--- src/rtl/pcieifc_pkg.sv ---
// Shared definitions for the PCIe interface FIFO read-side adapters:
// latency limits, statistics width, occupancy classification and sizing helpers.
package pcieifc_pkg;

    localparam int RD_LATENCY_MAX = 2;
    localparam int STAT_W         = 32;

    // Occupancy classification of the prefetch buffer, derived from its count.
    typedef enum logic [1:0] {
        OCC_EMPTY   = 2'd0,
        OCC_PARTIAL = 2'd1,
        OCC_FULL    = 2'd2
    } occ_state_e;

    // Prefetch depth: enough entries to cover the FIFO read latency plus the
    // registered capture stage and one beat of slack for full throughput.
    function automatic int buf_depth(input int rd_latency);
        return rd_latency + 2;
    endfunction

    // Width of a circular-buffer pointer addressing 'depth' entries.
    function automatic int ptr_width(input int depth);
        return (depth <= 2) ? 1 : $clog2(depth);
    endfunction

endpackage

--- src/rtl/pcieifc_fifo_rd_stream_if.sv ---
// FIFO read port plus valid/ready stream bundle for pcieifc_fifo_rd_stream.
// master: the drain adapter (pops the FIFO, sources the stream).
// slave:  the environment (the FIFO read port and the stream sink).
interface pcieifc_fifo_rd_stream_if #(
    parameter int DATA_WIDTH = 273
);
    logic                  fifo_empty;
    logic                  fifo_rd_en;
    logic [DATA_WIDTH-1:0] fifo_dout;
    logic                  m_valid;
    logic                  m_ready;
    logic [DATA_WIDTH-1:0] m_data;

    modport master (
        input  fifo_empty,
        input  fifo_dout,
        input  m_ready,
        output fifo_rd_en,
        output m_valid,
        output m_data
    );

    modport slave (
        output fifo_empty,
        output fifo_dout,
        output m_ready,
        input  fifo_rd_en,
        input  m_valid,
        input  m_data
    );
endinterface

--- src/rtl/pcieifc_stat_cnt.sv ---
// 32-bit saturating event counter with synchronous clear (clear wins over
// increment) and asynchronous active-low reset.
module pcieifc_stat_cnt
    import pcieifc_pkg::*;
(
    input  logic              clk,
    input  logic              rst_n,
    input  logic              clr,
    input  logic              inc,
    output logic [STAT_W-1:0] cnt
);

    logic [STAT_W-1:0] cnt_reg;
    logic [STAT_W-1:0] cnt_next;

    // Next count: clear first, then increment unless already saturated.
    always_comb begin
        cnt_next = cnt_reg;
        if (clr) begin
            cnt_next = '0;
        end else if (inc && (cnt_reg != '1)) begin
            cnt_next = cnt_reg + 1'b1;
        end
    end

    // Counter register, written every cycle so it always follows cnt_next.
    always_ff @(posedge clk or negedge rst_n) begin
        if (!rst_n) begin
            cnt_reg <= '0;
        end else begin
            cnt_reg <= cnt_next;
        end
    end

    assign cnt = cnt_reg;

endmodule

--- src/rtl/pcieifc_fifo_rd_stream.sv ---
// Drains a fixed-latency FIFO read port into a valid/ready stream through a
// small circular prefetch buffer. Pops are issued on credit (buffer space minus
// reads still in flight), so fifo_rd_en never depends on m_ready.
// Optional statistics counters are enabled by defining PCIEIFC_FIFO_RD_STAT_EN.
module pcieifc_fifo_rd_stream
    import pcieifc_pkg::*;
#(
    parameter int DATA_WIDTH = 273,
    parameter int RD_LATENCY = 1,
    parameter int BUF_DEPTH  = buf_depth(RD_LATENCY)
) (
    input  logic                               rd_clk,
    input  logic                               rrst_n,
    pcieifc_fifo_rd_stream_if.master           bus,
    output logic [$clog2(BUF_DEPTH+1)-1:0]     buf_cnt
`ifdef PCIEIFC_FIFO_RD_STAT_EN
    ,
    input  logic                               stat_clr,
    output logic [STAT_W-1:0]                  stat_beats,
    output logic [STAT_W-1:0]                  stat_stalls
`endif
);

    localparam int PTR_W = ptr_width(BUF_DEPTH);
    localparam int CNT_W = $clog2(BUF_DEPTH + 1);

    logic [PTR_W-1:0]      wr_ptr_reg;
    logic [PTR_W-1:0]      rd_ptr_reg;
    logic [CNT_W-1:0]      cnt_reg;
    logic [RD_LATENCY-1:0] pop_sr_reg;
    logic [DATA_WIDTH-1:0] buf_rd [BUF_DEPTH];

    logic                  pop;
    logic                  capture;
    logic                  valid;
    logic                  accept;
    logic [CNT_W:0]        inflight;
    logic [CNT_W:0]        credit_sum;
    occ_state_e            occ_state;

    // Advance a circular pointer, wrapping at BUF_DEPTH-1 (depth need not be 2^n).
    function automatic logic [PTR_W-1:0] ptr_inc(input logic [PTR_W-1:0] p);
        return (p == PTR_W'(BUF_DEPTH - 1)) ? '0 : p + 1'b1;
    endfunction

    // Credit check, capture strobe, stream handshake and occupancy class.
    always_comb begin
        inflight   = (CNT_W+1)'($countones(pop_sr_reg));
        credit_sum = {1'b0, cnt_reg} + inflight;
        pop        = rrst_n && !bus.fifo_empty && (credit_sum < (CNT_W+1)'(BUF_DEPTH));
        capture    = pop_sr_reg[RD_LATENCY-1];
        valid      = (cnt_reg != '0);
        accept     = valid && bus.m_ready;
        occ_state  = OCC_PARTIAL;
        if (cnt_reg == '0) begin
            occ_state = OCC_EMPTY;
        end else if (cnt_reg == CNT_W'(BUF_DEPTH)) begin
            occ_state = OCC_FULL;
        end
    end

    // Pop pipeline, pointers and occupancy count.
    always_ff @(posedge rd_clk or negedge rrst_n) begin
        if (!rrst_n) begin
            pop_sr_reg <= '0;
            wr_ptr_reg <= '0;
            rd_ptr_reg <= '0;
            cnt_reg    <= '0;
        end else begin
            pop_sr_reg <= (pop_sr_reg << 1) | RD_LATENCY'(pop);
            if (capture) begin
                wr_ptr_reg <= ptr_inc(wr_ptr_reg);
            end
            if (accept) begin
                rd_ptr_reg <= ptr_inc(rd_ptr_reg);
            end
            case ({capture, accept})
                2'b10:   cnt_reg <= cnt_reg + 1'b1;
                2'b01:   cnt_reg <= cnt_reg - 1'b1;
                default: cnt_reg <= cnt_reg;
            endcase
        end
    end

    // One register per buffer slot; a slot loads fifo_dout when the capture
    // strobe lands while the write pointer addresses it.
    for (genvar gi = 0; gi < BUF_DEPTH; gi++) begin : g_buf
        logic [DATA_WIDTH-1:0] entry_reg;

        // Slot storage.
        always_ff @(posedge rd_clk or negedge rrst_n) begin
            if (!rrst_n) begin
                entry_reg <= '0;
            end else if (capture && (wr_ptr_reg == PTR_W'(gi))) begin
                entry_reg <= bus.fifo_dout;
            end
        end

        assign buf_rd[gi] = entry_reg;
    end

    assign bus.fifo_rd_en = pop;
    assign bus.m_valid    = valid;
    assign bus.m_data     = buf_rd[rd_ptr_reg];
    assign buf_cnt        = cnt_reg;

    // Credit accounting makes a capture into a full buffer impossible.
    assert property (@(posedge rd_clk) disable iff (!rrst_n)
                     !(capture && (occ_state == OCC_FULL)));

`ifdef PCIEIFC_FIFO_RD_STAT_EN
    pcieifc_stat_cnt u_stat_beats (
        .clk   (rd_clk),
        .rst_n (rrst_n),
        .clr   (stat_clr),
        .inc   (accept),
        .cnt   (stat_beats)
    );

    pcieifc_stat_cnt u_stat_stalls (
        .clk   (rd_clk),
        .rst_n (rrst_n),
        .clr   (stat_clr),
        .inc   (valid && !bus.m_ready),
        .cnt   (stat_stalls)
    );
`endif

endmodule

--- src/flat_wrapper.sv ---
// flat-port wrapper written by rule: the top's interface ports become plain ports
module pcieifc_fifo_rd_stream_flat import pcieifc_pkg::*;
#(
    parameter int DATA_WIDTH = 273,
    parameter int RD_LATENCY = 1,
    parameter int BUF_DEPTH  = buf_depth(RD_LATENCY)
)
  (rd_clk, rrst_n, buf_cnt, bus_fifo_empty, bus_fifo_dout, bus_m_ready, bus_fifo_rd_en, bus_m_valid, bus_m_data);
  pcieifc_fifo_rd_stream_if #(.DATA_WIDTH(DATA_WIDTH)) bus_i ();
  input  logic rd_clk;
  input  logic rrst_n;
  output logic [$clog2(BUF_DEPTH+1)-1:0] buf_cnt;
  input wire logic [$bits(bus_i.fifo_empty)-1:0] bus_fifo_empty;
  input wire logic [$bits(bus_i.fifo_dout)-1:0] bus_fifo_dout;
  input wire logic [$bits(bus_i.m_ready)-1:0] bus_m_ready;
  output wire logic [$bits(bus_i.fifo_rd_en)-1:0] bus_fifo_rd_en;
  output wire logic [$bits(bus_i.m_valid)-1:0] bus_m_valid;
  output wire logic [$bits(bus_i.m_data)-1:0] bus_m_data;
  assign bus_i.fifo_empty = bus_fifo_empty;
  assign bus_i.fifo_dout = bus_fifo_dout;
  assign bus_i.m_ready = bus_m_ready;
  assign bus_fifo_rd_en = bus_i.fifo_rd_en;
  assign bus_m_valid = bus_i.m_valid;
  assign bus_m_data = bus_i.m_data;
  pcieifc_fifo_rd_stream #(.DATA_WIDTH(DATA_WIDTH), .RD_LATENCY(RD_LATENCY), .BUF_DEPTH(BUF_DEPTH)) u_core (.rd_clk(rd_clk), .rrst_n(rrst_n), .bus(bus_i), .buf_cnt(buf_cnt));
endmodule
--- config.mk ---
export PLATFORM = sky130hd
export DESIGN_NAME = pcieifc_fifo_rd_stream_flat
export DESIGN_NICKNAME = d
export VERILOG_FILES = /design/src/rtl/pcieifc_pkg.sv /design/src/rtl/pcieifc_fifo_rd_stream_if.sv /design/src/rtl/pcieifc_stat_cnt.sv /design/src/rtl/pcieifc_fifo_rd_stream.sv /design/src/flat_wrapper.sv
export SDC_FILE = /design/constraint.sdc
export NUM_CORES = 1
export LEC_CHECK = 0
export ABC_AREA = 0
export CAP_MARGIN = 15
export CORE_MARGIN = 2
export CORE_UTILIZATION = 40
export DETAILED_ROUTE_END_ITERATION = 12
export GPL_TIMING_DRIVEN = 0
export PLACE_DENSITY = 0.71
export SYNTH_ARGS = -nofsm -noshare
export SYNTH_HDL_FRONTEND = slang
export SYNTH_SLANG_ARGS = --single-unit
--- constraint.sdc ---
create_clock -name rd_clk -period 2.3 [get_ports rd_clk]
set_input_delay 0.46 -clock rd_clk [delete_from_list [all_inputs] [get_ports rd_clk]]
set_output_delay 0.46 -clock rd_clk [all_outputs]
set_load 0.005 [all_outputs]
==> results of run 1 <==
[power breakdown]
group | internal, mW | leakage (nW) | switching [mW]
Clock | 8.49 | 1.45 | 5.90
Sequential | 22.0 | 9.70 | 3.79
Combinational | 17.1 | 9.69 | 14.6
[worst paths after layout]
check | start | endpoint | slack, ns
max | u_core.rd_ptr_reg[1] | bus_m_data[248] | -0.51
min | rrst_n | u_core.g_buf[0].entry_reg[186] | 0.04
max reg2reg | u_core.capture | u_core.g_buf[0].entry_reg[168] | -0.24
min reg2reg | u_core.g_buf[2].entry_reg[233] | u_core.g_buf[2].entry_reg[233] | 0.49
max in group asynchronous | rrst_n | u_core.g_buf[0].entry_reg[42] | 0.44
min in group rd_clk | bus_fifo_empty | u_core.capture | 0.46
[final cells by class]
| type | instances | area, µm² | share of cell area |
|---|---|---|---|
| repair buffers | 625 | 6070 | 0.127 |
| well taps | 1176 | 1470 | 0.0307 |
| plain buffers | 181 | 1700 | 0.0356 |
| flip-flops and latches | 826 | 20700 | 0.432 |
| inverters | 4 | 15.0 | 0.000314 |
| multi-input cells | 1659 | 15000 | 0.312 |
| clock inverters | 20 | 230 | 0.00481 |
| diodes | 16 | 40.0 | 0.000836 |
| clock buffers | 137 | 2720 | 0.0569 |
[per-stage QoR]
step	util	setup TNS, ns	hold slack (ns)	std cells	cell area [µm²]
5_1_grt	0.533	-228.37	0.0206	4640	47900
3_3_place_gp	0.481	-	0.473	4401	43200
4_1_cts	0.532	-205.50	0.00357	4627	47800
3_5_place_dp	0.483	-512.94	0.481	4408	43400
6_report	0.533	-142.51	0.0441	4644	47900
2_1_floorplan	-	0	0.164	2672	36200
[per-layer routing]
metal  wire length [µm]  share of wire
met1              43800           0.42
met2              50400           0.49
met3               5520          0.054
met4               3330          0.032
met5                149         0.0014
[worst register-to-register path: stages (launching register included)]
cell,delay [ns]
dfrtp_1,0.42
inv_2,0.08
nor3_1,0.58
buf_2,0.46
buf_2,0.48
mux2_2,0.39
[placed cells by master (no fill, tap or decap), types with 2 or more instances in the layout]
cell and instances:
clkbuf_1 29, buf_12 19, mux2i_1 272, buf_6 63, mux2_1 19, nand2_4 11, nand2_2 54, buf_4 28
clkbuf_2 30, ha_1 3, o21ai_4 3, a21o_1 2, inv_6 2, clkdlybuf4s50_1 278, o21ai_1 98, buf_16 21
inv_1 3, xnor2_1 2, o21ai_2 48, bufbuf_16 10, clkbuf_16 107, nand2_1 210, mux2_2 800, o21ai_0 127
clkbuf_4 3, clkdlybuf4s15_2 8, dlygate4sd3_1 4, dfrtp_1 824, clkinv_4 2, dlygate4sd2_1 51, nor3_1 2, clkdlybuf4s15_1 24
clkinv_8 2, diode_2 16, bufinv_16 3, buf_2 224, clkbuf_8 26, buf_8 17, clkinv_2 9
[synthesized netlist by cell type]
| library cell | instances | area share |
|---|---|---|
| buf_6 | 30 | 0.0093 |
| nor2_1 | 1 | 0.00010 |
| xnor2_1 | 2 | 0.00048 |
| o21ai_0 | 248 | 0.034 |
| nor3_1 | 2 | 0.00028 |
| a21o_1 | 2 | 0.00041 |
| a2111oi_0 | 1 | 0.00024 |
| nand3_1 | 1 | 0.00014 |
| dfrtp_1 | 826 | 0.57 |
| inv_2 | 1 | 0.00010 |
| inv_1 | 3 | 0.00031 |
| or3_1 | 1 | 0.00017 |
| clkbuf_1 | 49 | 0.0051 |
| buf_2 | 100 | 0.014 |
| mux2_2 | 800 | 0.25 |
| o21ai_1 | 28 | 0.0039 |
| xor2_1 | 1 | 0.00024 |
| buf_1 | 4 | 0.00041 |
| nand2_1 | 275 | 0.029 |
| or2_2 | 1 | 0.00017 |
| mux2i_1 | 273 | 0.075 |
| mux2_1 | 19 | 0.0059 |
| ha_1 | 3 | 0.0010 |
| nor2b_1 | 1 | 0.00017 |
[cells by family (layout without fill, tap and decap cells)]
group,after synthesis,after routing,synth area share
adder cells (fa/ha/maj),3,3,0.00104
other,0,16,0
multiplexers,1092,1092,0.330
flip-flops,826,826,0.571
AO/OA/AOI/OAI,279,279,0.0388
XOR/XNOR,3,3,0.000726
buffers and inverters,187,967,0.0291
AND/OR/NAND/NOR,282,282,0.0295
[what timing repair did]
action,4_1_cts,5_1_grt
pin swaps,39,2
hold buffers,10,0
resized for setup,1305,163
setup endpoints to repair,844,740
gates cloned,26,2
buffers inserted,27,2
endpoints found under the hold margin,134,0
==> qor.yml, run 1 <==
status: "finished, violations left"
violations: "negative setup slack"
clock_skew_ns: 0.0226
die_x_um: 305
crit_arrival_ns: 2.35
post-route-drc-count: 0
top_usage_layer: "met2"
worst_slew_pin_slew_ns: 0.975
core_area_mm2: 0.0899
ys_types: 24
critPathKind: "flip-flop to output port"
yosysWarnings: 0
crit_fanout: 6
fin_ws_ns: -0.505
cts.sinks: 826
gr-usage-met2: 0.364
fin_crit_sh: 1.22
drt.antenna.violating_nets: 0
syn_nets: 2952
ys_ff_latch: 826
min_path_type: "primary input to asynchronous set/reset pin"
maxCapViolCount: 0
wl_per_cell_um: 22.2
gr-usage-met3: 0.0545
synth_cells: 2672
grt_antenna_before_repair: 25
p_leak_nw: 20.8
clk_latency_ns: 0.64
netlist_area_mm2: 0.0362
drt_iter0_markers: 1308
max_freq_mhz: 356
reg2reg_depth: 5
dp_hpwl_um: 69100
grt_max_degree: 122
numPortBuffers: 553
grt_pass1_vias: 25500
cts_buffers: 91
gr-usage-met1: 0.277
crit_buf_inv: 8
cts.htree.levels: 3
crit_path_end_kind: "output port"
die_h_um: 305
slew_viol_final: 0
crit_path_max_incr_delay_ns: 0.37
wl_um: 103000
fillerInstances: 7612
vias_per_cell: 5.13
hold_viol: 0
initial_core_util: 0.403
ir_drop_mv: 0.870
die-area_mm2: 0.0930
relSlewSlack: 0.350
cts_tree: "done"
cts.clk_slew.worst_paths_ns: 0.06
fin_nets: 3668
fin_crit_ns: 2.81
rsz0062_at_grt: "true"
crit_chain: "buf_6, buf_8, nor2b_4, buf_12, buf_16, buf_12, buf_12, buf_6, nand2_4, o21ai_2, buf_2"
largest_register_ffs: 819
crit_family: "buffers and inverters"
critPathLaunchType: "flip-flop"
cts.path.max_buffers: 3
cp_num_cells: 11
cts-root-buf: "clkbuf_16"
drive_gt1_frac: 0.434
critPathRequiredTime_ns: 1.84
ys_seq_area_frac: 0.571
area_growth_pct: 32.2
avgSynthCellArea_um2: 13.6
grtUsageTotal: 0.220
gp_congestion: 0.786
cpMostUsedCell: "buf_12"
dr.pass1.iters: 5
powerDensity_mw_per_mm2: 1500
pre_cts_ws_ns: -2.66
power_mw: 71.9
vias: 23800
rows: 110
setup_viol: 678
ioPinCount: 554
gr-total-overflow: 0
grt_first_pass_wirelength_um: 157000
cp_slowest_cell: "dfrtp_1"
Power figures use the tool's default switching activity.
==> inputs of run 2 (changes only) <==
CORE_ASPECT_RATIO = 0.75   (was not set)
SLEW_MARGIN = 20   (was not set)
==> run 2 against run 1 <==
Against the previous run:
- the run ends with negative hold slack, negative setup slack left
- clock power shrank 6%
- design area grew 0.18%
- hold slack lost 0.15 ns
- total power is essentially flat
- sequential power is essentially flat
- sequential cell count is the same
- non-clock buffer count grew 22
- via count grew 0.90%
- routed wire length shrank 1.9%
- sequential share of layout area shrank 0.083 points
- critical path depth is the same
- maximum frequency grew 0.21%
- highest routed layer unchanged
==> qor.yml, run 2 (synthesis results as in run 1) <==
ir_drop_mv: 0.719  # -17%
final_common_cell: "dfrtp_1"
area_growth_pct: 32.5
grt_first_pass_wirelength_um: 153000  # -2.6%
r2r_start: "u_core.capture"
grt_max_degree: 144  # +18%
cts-root-buf: "clkbuf_16"
clock_skew_ns: 0.0237  # +0.00107 ns
cts_buffers: 84  # -7.7%
wl_um: 101000  # -1.9%
fin_setup_tns_ns: -111.26  # +31.26 ns
cts.sinks: 826  # unchanged
initial_core_util: 0.404  # +0.00113
critPathRequiredTime_ns: 1.84  # about the same
cts.path.max_buffers: 3  # unchanged
rsz0062_at_grt: "true"
drt_iter0_markers: 1206  # -7.8%
register_area_mm2: 0.0207  # about the same
drt.antenna.violating_nets: 0  # unchanged
gp_congestion: 0.771  # -1.8%
cts_tree: "done"
post-route-drc-count: 0  # unchanged
crit_path_max_incr_delay_ns: 0.38  # about the same
crit_fanout: 7  # +1
place_area_mm2: 0.0435  # about the same
wl_per_cell_um: 21.6  # -2.7%
clk_latency_ns: 0.63  # about the same
die_h_um: 265  # -13%
slew_viol_final: 0  # unchanged
violations: "negative hold slack, negative setup slack"
hold_viol: 78  # +78
crit_family: "buffers and inverters"
p_leak_nw: 21.0  # +0.59%
pre_cts_ws_ns: -1.98  # +0.675 ns
cp_slowest_cell: "dfrtp_1"
fin_nets: 3683  # +0.41%
relSlewSlack: 0.302  # -0.0483
min_path_type: "primary input to asynchronous set/reset pin"
fin_crit_ns: 2.80  # -0.00583 ns
crit_arrival_ns: 2.34  # about the same
maxCapViolCount: 0  # unchanged
critPathKind: "flip-flop to output port"
finalInstanceArea_mm2: 0.0480  # +0.18%
fin_ws_ns: -0.499  # +0.00583 ns
setup_viol: 474  # -30%
cts.clk_slew.worst_paths_ns: 0.06  # about the same
worst_slew_pin_slew_ns: 1.04  # +0.0690 ns
powerDensity_mw_per_mm2: 1500  # -0.22%
reg2reg_slack_ns: -0.14  # +0.10 ns
final_core_util: 0.535  # +0.00245
gr-total-overflow: 0  # unchanged
crit_chain: "buf_8, buf_8, nor2b_4, buf_12, buf_16, buf_4, buf_8, buf_4, nand2_2, o21ai_2, buf_2"
status: "finished, violations left"
r2r_end: "u_core.g_buf[1].entry_reg[126]"
die_x_um: 351  # +15%
grt_antenna_before_repair: 19  # -24%
dr.pass1.iters: 5  # unchanged
power_mw: 71.9  # about the same
max_freq_mhz: 357  # +0.21%
ioPinCount: 554  # unchanged
most-common-layout-cells: "824 x dfrtp_1, 800 x mux2_2, 278 x clkdlybuf4s50_1"
grtUsageTotal: 0.214  # -0.00614
multiInputGateArea_mm2: 0.0153  # +2.5%
cpMostUsedCell: "buf_8"
numPortBuffers: 553  # unchanged
vias: 24100  # +0.90%
reg2reg_depth: 5  # unchanged
fin_crit_sh: 1.22  # -0.00254
rows: 95  # -14%
crit_path_end_kind: "output port"
drive_gt1_frac: 0.470  # +0.0356
core_area_mm2: 0.0896  # -0.28%
die-area_mm2: 0.0930  # about the same
grt_pass1_vias: 24700  # -3.3%
critPathLaunchType: "flip-flop"
largest_register_ffs: 819  # unchanged
hold_slack_ns: -0.106  # -0.150 ns
vias_per_cell: 5.13  # about the same
dp_hpwl_um: 67400  # -2.5%
fillerInstances: 7622  # +0.13%
cts.htree.levels: 3  # unchanged
crit_buf_inv: 8  # unchanged
## run 2: cell count changes in the layout (fill, tap and decap cells not counted), sizes merged
cell           delta
inv               -1
buf              +55
dlygate4sd2      -33
bufbuf            -6
diode             -9
clkinv            +1
clkdlybuf4s15    -21
bufinv            -1
clkbuf           +17
clkinvlp          +2
## run 2: worst reg2reg max path: cells and delay by family (launching register included)
kind	cells	cell delay, ns
flip-flops	1	0.41
AND/OR/NAND/NOR	1	0.13
buffers and inverters	3	1.38
multiplexers	1	0.38
## run 2: worst max-delay path by stage
stage | start | depth (start not counted) | to
after floorplan | u_core.buf_cnt[0] | 3 | bus_fifo_rd_en
after global placement | rrst_n | 1 | u_core.g_buf[0].entry_reg[174]
after detailed placement | rrst_n | 6 | bus_fifo_rd_en
after CTS | u_core.rd_ptr_reg[1] | 10 | bus_m_data[170]
after global routing | u_core.rd_ptr_reg[1] | 11 | bus_m_data[44]
final | u_core.rd_ptr_reg[1] | 11 | bus_m_data[44]
## run 2: per-layer routing
layer,GRT usage,part of all wire
met2,0.331,0.46
met3,0.0502,0.056
met5,0,0.0014
met4,0.0526,0.021
met1,0.303,0.46
## run 2: where the power goes
group	total [mW]	switching, mW	internal (mW)
clock network	13.6	5.81	7.81
registers	25.9	3.90	22.0
logic	32.3	14.9	17.4
## run 2: through the flow
| stage | hold slack, ns | std cells |
|---|---|---|
| 6_report | -0.106 | 4684 |
| 5_1_grt | -0.0875 | 4681 |
| 4_1_cts | -0.0712 | 4660 |
| 3_5_place_dp | 0.470 | 4443 |
| 3_3_place_gp | 0.473 | 4437 |
| 2_1_floorplan | 0.164 | 2672 |
## run 2: timing repair
item | CTS | global route
endpoints found under the hold margin | 113 | 40
cloned | 19 | 2
pin swaps | 42 | 14
endpoints found under the setup margin | 360 | 585
hold buffers | 11 | 1
buffers inserted | 40 | 17
gates resized for setup | 1339 | 357
## run 2: cell type report
| type | count | share of cell area |
|---|---|---|
| well taps | 1212 | 0.0316 |
| inverters | 4 | 0.000313 |
| repair buffers | 647 | 0.123 |
| plain buffers | 181 | 0.0370 |
| clock inverters | 21 | 0.00433 |
| clock buffers | 127 | 0.0527 |
| diodes | 7 | 0.000365 |
| multi-input cells | 1659 | 0.320 |
| flip-flops and latches | 826 | 0.431 |
==> inputs of run 3 (changes only) <==
ABC_CLOCK_PERIOD_IN_PS = 2300   (was not set)
CTS_CLUSTER_DIAMETER = 100   (was not set)
HOLD_SLACK_MARGIN = 0.12   (was not set)
==> run 3 against run 2 <==
Against the previous run:
- the run still ends with negative hold slack, negative setup slack left
- clock power hardly changed
- non-clock buffer count is 1 lower
- worst setup slack worse by 0.0031 ns
- design area hardly changed
- total power hardly changed
- routed wire length is 0.13% lower
- count of clock-buffer cells in the layout stayed put
- clock skew is 0.0013 ns higher
- critical path depth stayed put
- largest cell class unchanged
==> qor.yml, run 3 (synthesis results as in run 1) <==
ir_drop_mv: 0.719  # about the same
core_area_mm2: 0.0896  # unchanged
gr-total-overflow: 0  # unchanged
die-area_mm2: 0.0930  # unchanged
place_area_mm2: 0.0435  # unchanged
grt_max_degree: 144  # unchanged
cts_buffers: 84  # unchanged
crit_buf_inv: 8  # unchanged
dp_hpwl_um: 67400  # unchanged
fin_nets: 3682  # -0.027%
final_common_cell: "dfrtp_1"
gr-usage-met2: 0.331  # about the same
ioPinCount: 554  # unchanged
area_growth_pct: 32.4  # about the same
cpMostUsedCell: "buf_8"
crit_chain: "buf_8, buf_8, nor2b_4, buf_12, buf_16, buf_4, buf_8, buf_4, nand2_2, o21ai_2, buf_2"
crit_arrival_ns: 2.34  # about the same
wl_um: 101000  # -0.13%
die_h_um: 265  # unchanged
cts.clk_slew.worst_paths_ns: 0.06  # about the same
hold_buffers: 12  # +1
critPathRequiredTime_ns: 1.84  # about the same
grt_pass1_vias: 24700  # +0.0041%
post-route-drc-count: 0  # unchanged
crit_family: "buffers and inverters"
cts.htree.levels: 3  # unchanged
die_x_um: 351  # unchanged
critPathKind: "flip-flop to output port"
drt_iter0_markers: 1181  # -2.1%
gr-usage-met1: 0.302  # -0.000832
grt_first_pass_wirelength_um: 152000  # -0.10%
dr.pass1.iters: 5  # unchanged
status: "finished, violations left"
critPathLaunchType: "flip-flop"
initial_core_util: 0.404  # unchanged
reg2reg_slack_ns: -0.16  # -0.02 ns
cts.sinks: 826  # unchanged
hold_slack_ns: -0.104  # +0.00104 ns
fin_crit_ns: 2.80  # +0.00308 ns
most-common-layout-cells: "824 x dfrtp_1, 800 x mux2_2, 278 x clkdlybuf4s50_1"
grtUsageTotal: 0.213  # -0.000291
top_usage_layer: "met2"
maxCapViolCount: 0  # unchanged
numPortBuffers: 553  # unchanged
setup_viol: 463  # -2.3%
hold_viol: 92  # +18%
drive_gt1_frac: 0.469  # about the same
fin_crit_sh: 1.22  # +0.00134
grt_antenna_before_repair: 19  # unchanged
cp_slowest_cell: "dfrtp_1"
clock_skew_ns: 0.0249  # +0.00126 ns
largest_register_ffs: 819  # unchanged
rows: 95  # unchanged
fin_setup_tns_ns: -110.28  # +0.982 ns
rsz0062_at_grt: "true"
cts_tree: "done"
gr-usage-met3: 0.0502  # unchanged
max_freq_mhz: 357  # -0.11%
crit_path_max_incr_delay_ns: 0.38  # about the same
drt.antenna.violating_nets: 0  # unchanged
vias_per_cell: 5.13  # about the same
relSlewSlack: 0.323  # +0.0211
wl_per_cell_um: 21.6  # -0.11%
p_leak_nw: 21.0  # about the same
gp_congestion: 0.771  # unchanged
powerDensity_mw_per_mm2: 1500  # about the same
cts.path.max_buffers: 3  # unchanged
min_path_type: "primary input to asynchronous set/reset pin"
violations: "negative hold slack, negative setup slack"
clk_latency_ns: 0.63  # about the same
crit_path_end_kind: "output port"
fin_ws_ns: -0.502  # -0.00308 ns
slew_viol_final: 0  # unchanged
finalInstanceArea_mm2: 0.0480  # about the same
crit_fanout: 7  # unchanged
final_core_util: 0.535  # about the same
worst_slew_pin_slew_ns: 1.02  # -0.0282 ns
vias: 24000  # -0.054%
cts-root-buf: "clkbuf_16"
run 3: routing by layer:
metal | wire length, µm | vias to the layer above
li1 | - | 11000
met1 | 46800 | 12400
met2 | 46400 | 500
met3 | 5690 | 140
met4 | 2100 | 20
met5 | 141 | -
run 3: cell type report:
cell class / count / area [µm²]
fillers: 7631 / 41700
flip-flops and latches: 826 / 20700
multi-input cells: 1659 / 15300
repair buffers: 646 / 5900
clock buffers: 127 / 2530
plain buffers: 181 / 1780
well taps: 1212 / 1520
clock inverters: 21 / 208
diodes: 7 / 17.5
inverters: 4 / 15.0
run 3: path summary, 6_finish.rpt:
kind / from / end / depth (start not counted)
worst min-delay path: rrst_n / u_core.g_buf[1].entry_reg[72] / 2
max in group asynchronous: rrst_n / u_core.g_buf[0].entry_reg[134] / 4
worst max register to register: u_core.capture / u_core.g_buf[1].entry_reg[126] / 5
min in group rd_clk: bus_fifo_empty / u_core.capture / 2
worst max-delay path: u_core.rd_ptr_reg[1] / bus_m_data[44] / 11
worst min register to register: u_core.g_buf[2].entry_reg[231] / u_core.g_buf[2].entry_reg[231] / 1
run 3: repair_timing:
item                       in CTS  in global routing
hold endpoints to repair      159                118
gates cloned                   19                  2
resized for setup            1339                355
pin swaps                      42                 13
setup endpoints to repair     360                585
buffers inserted               40                 16
run 3: power by group:
part	internal (mW)	leakage [nW]	switching, mW	total [mW]
clock network	7.81	1.34	5.81	13.6
registers	22.0	9.70	3.91	25.9
logic	17.4	9.92	14.9	32.3
total	47.3	21.0	24.6	71.8
run 3: stage by stage:
stage	power, mW	setup slack (ns)	cells
global route	76.1	-0.601	4680
global placement	56.7	-37.60	4437
CTS	71.6	-0.568	4661
detailed placement	57.3	-1.98	4443
finish	71.8	-0.502	4683
floorplan	41.2	0.377	2672
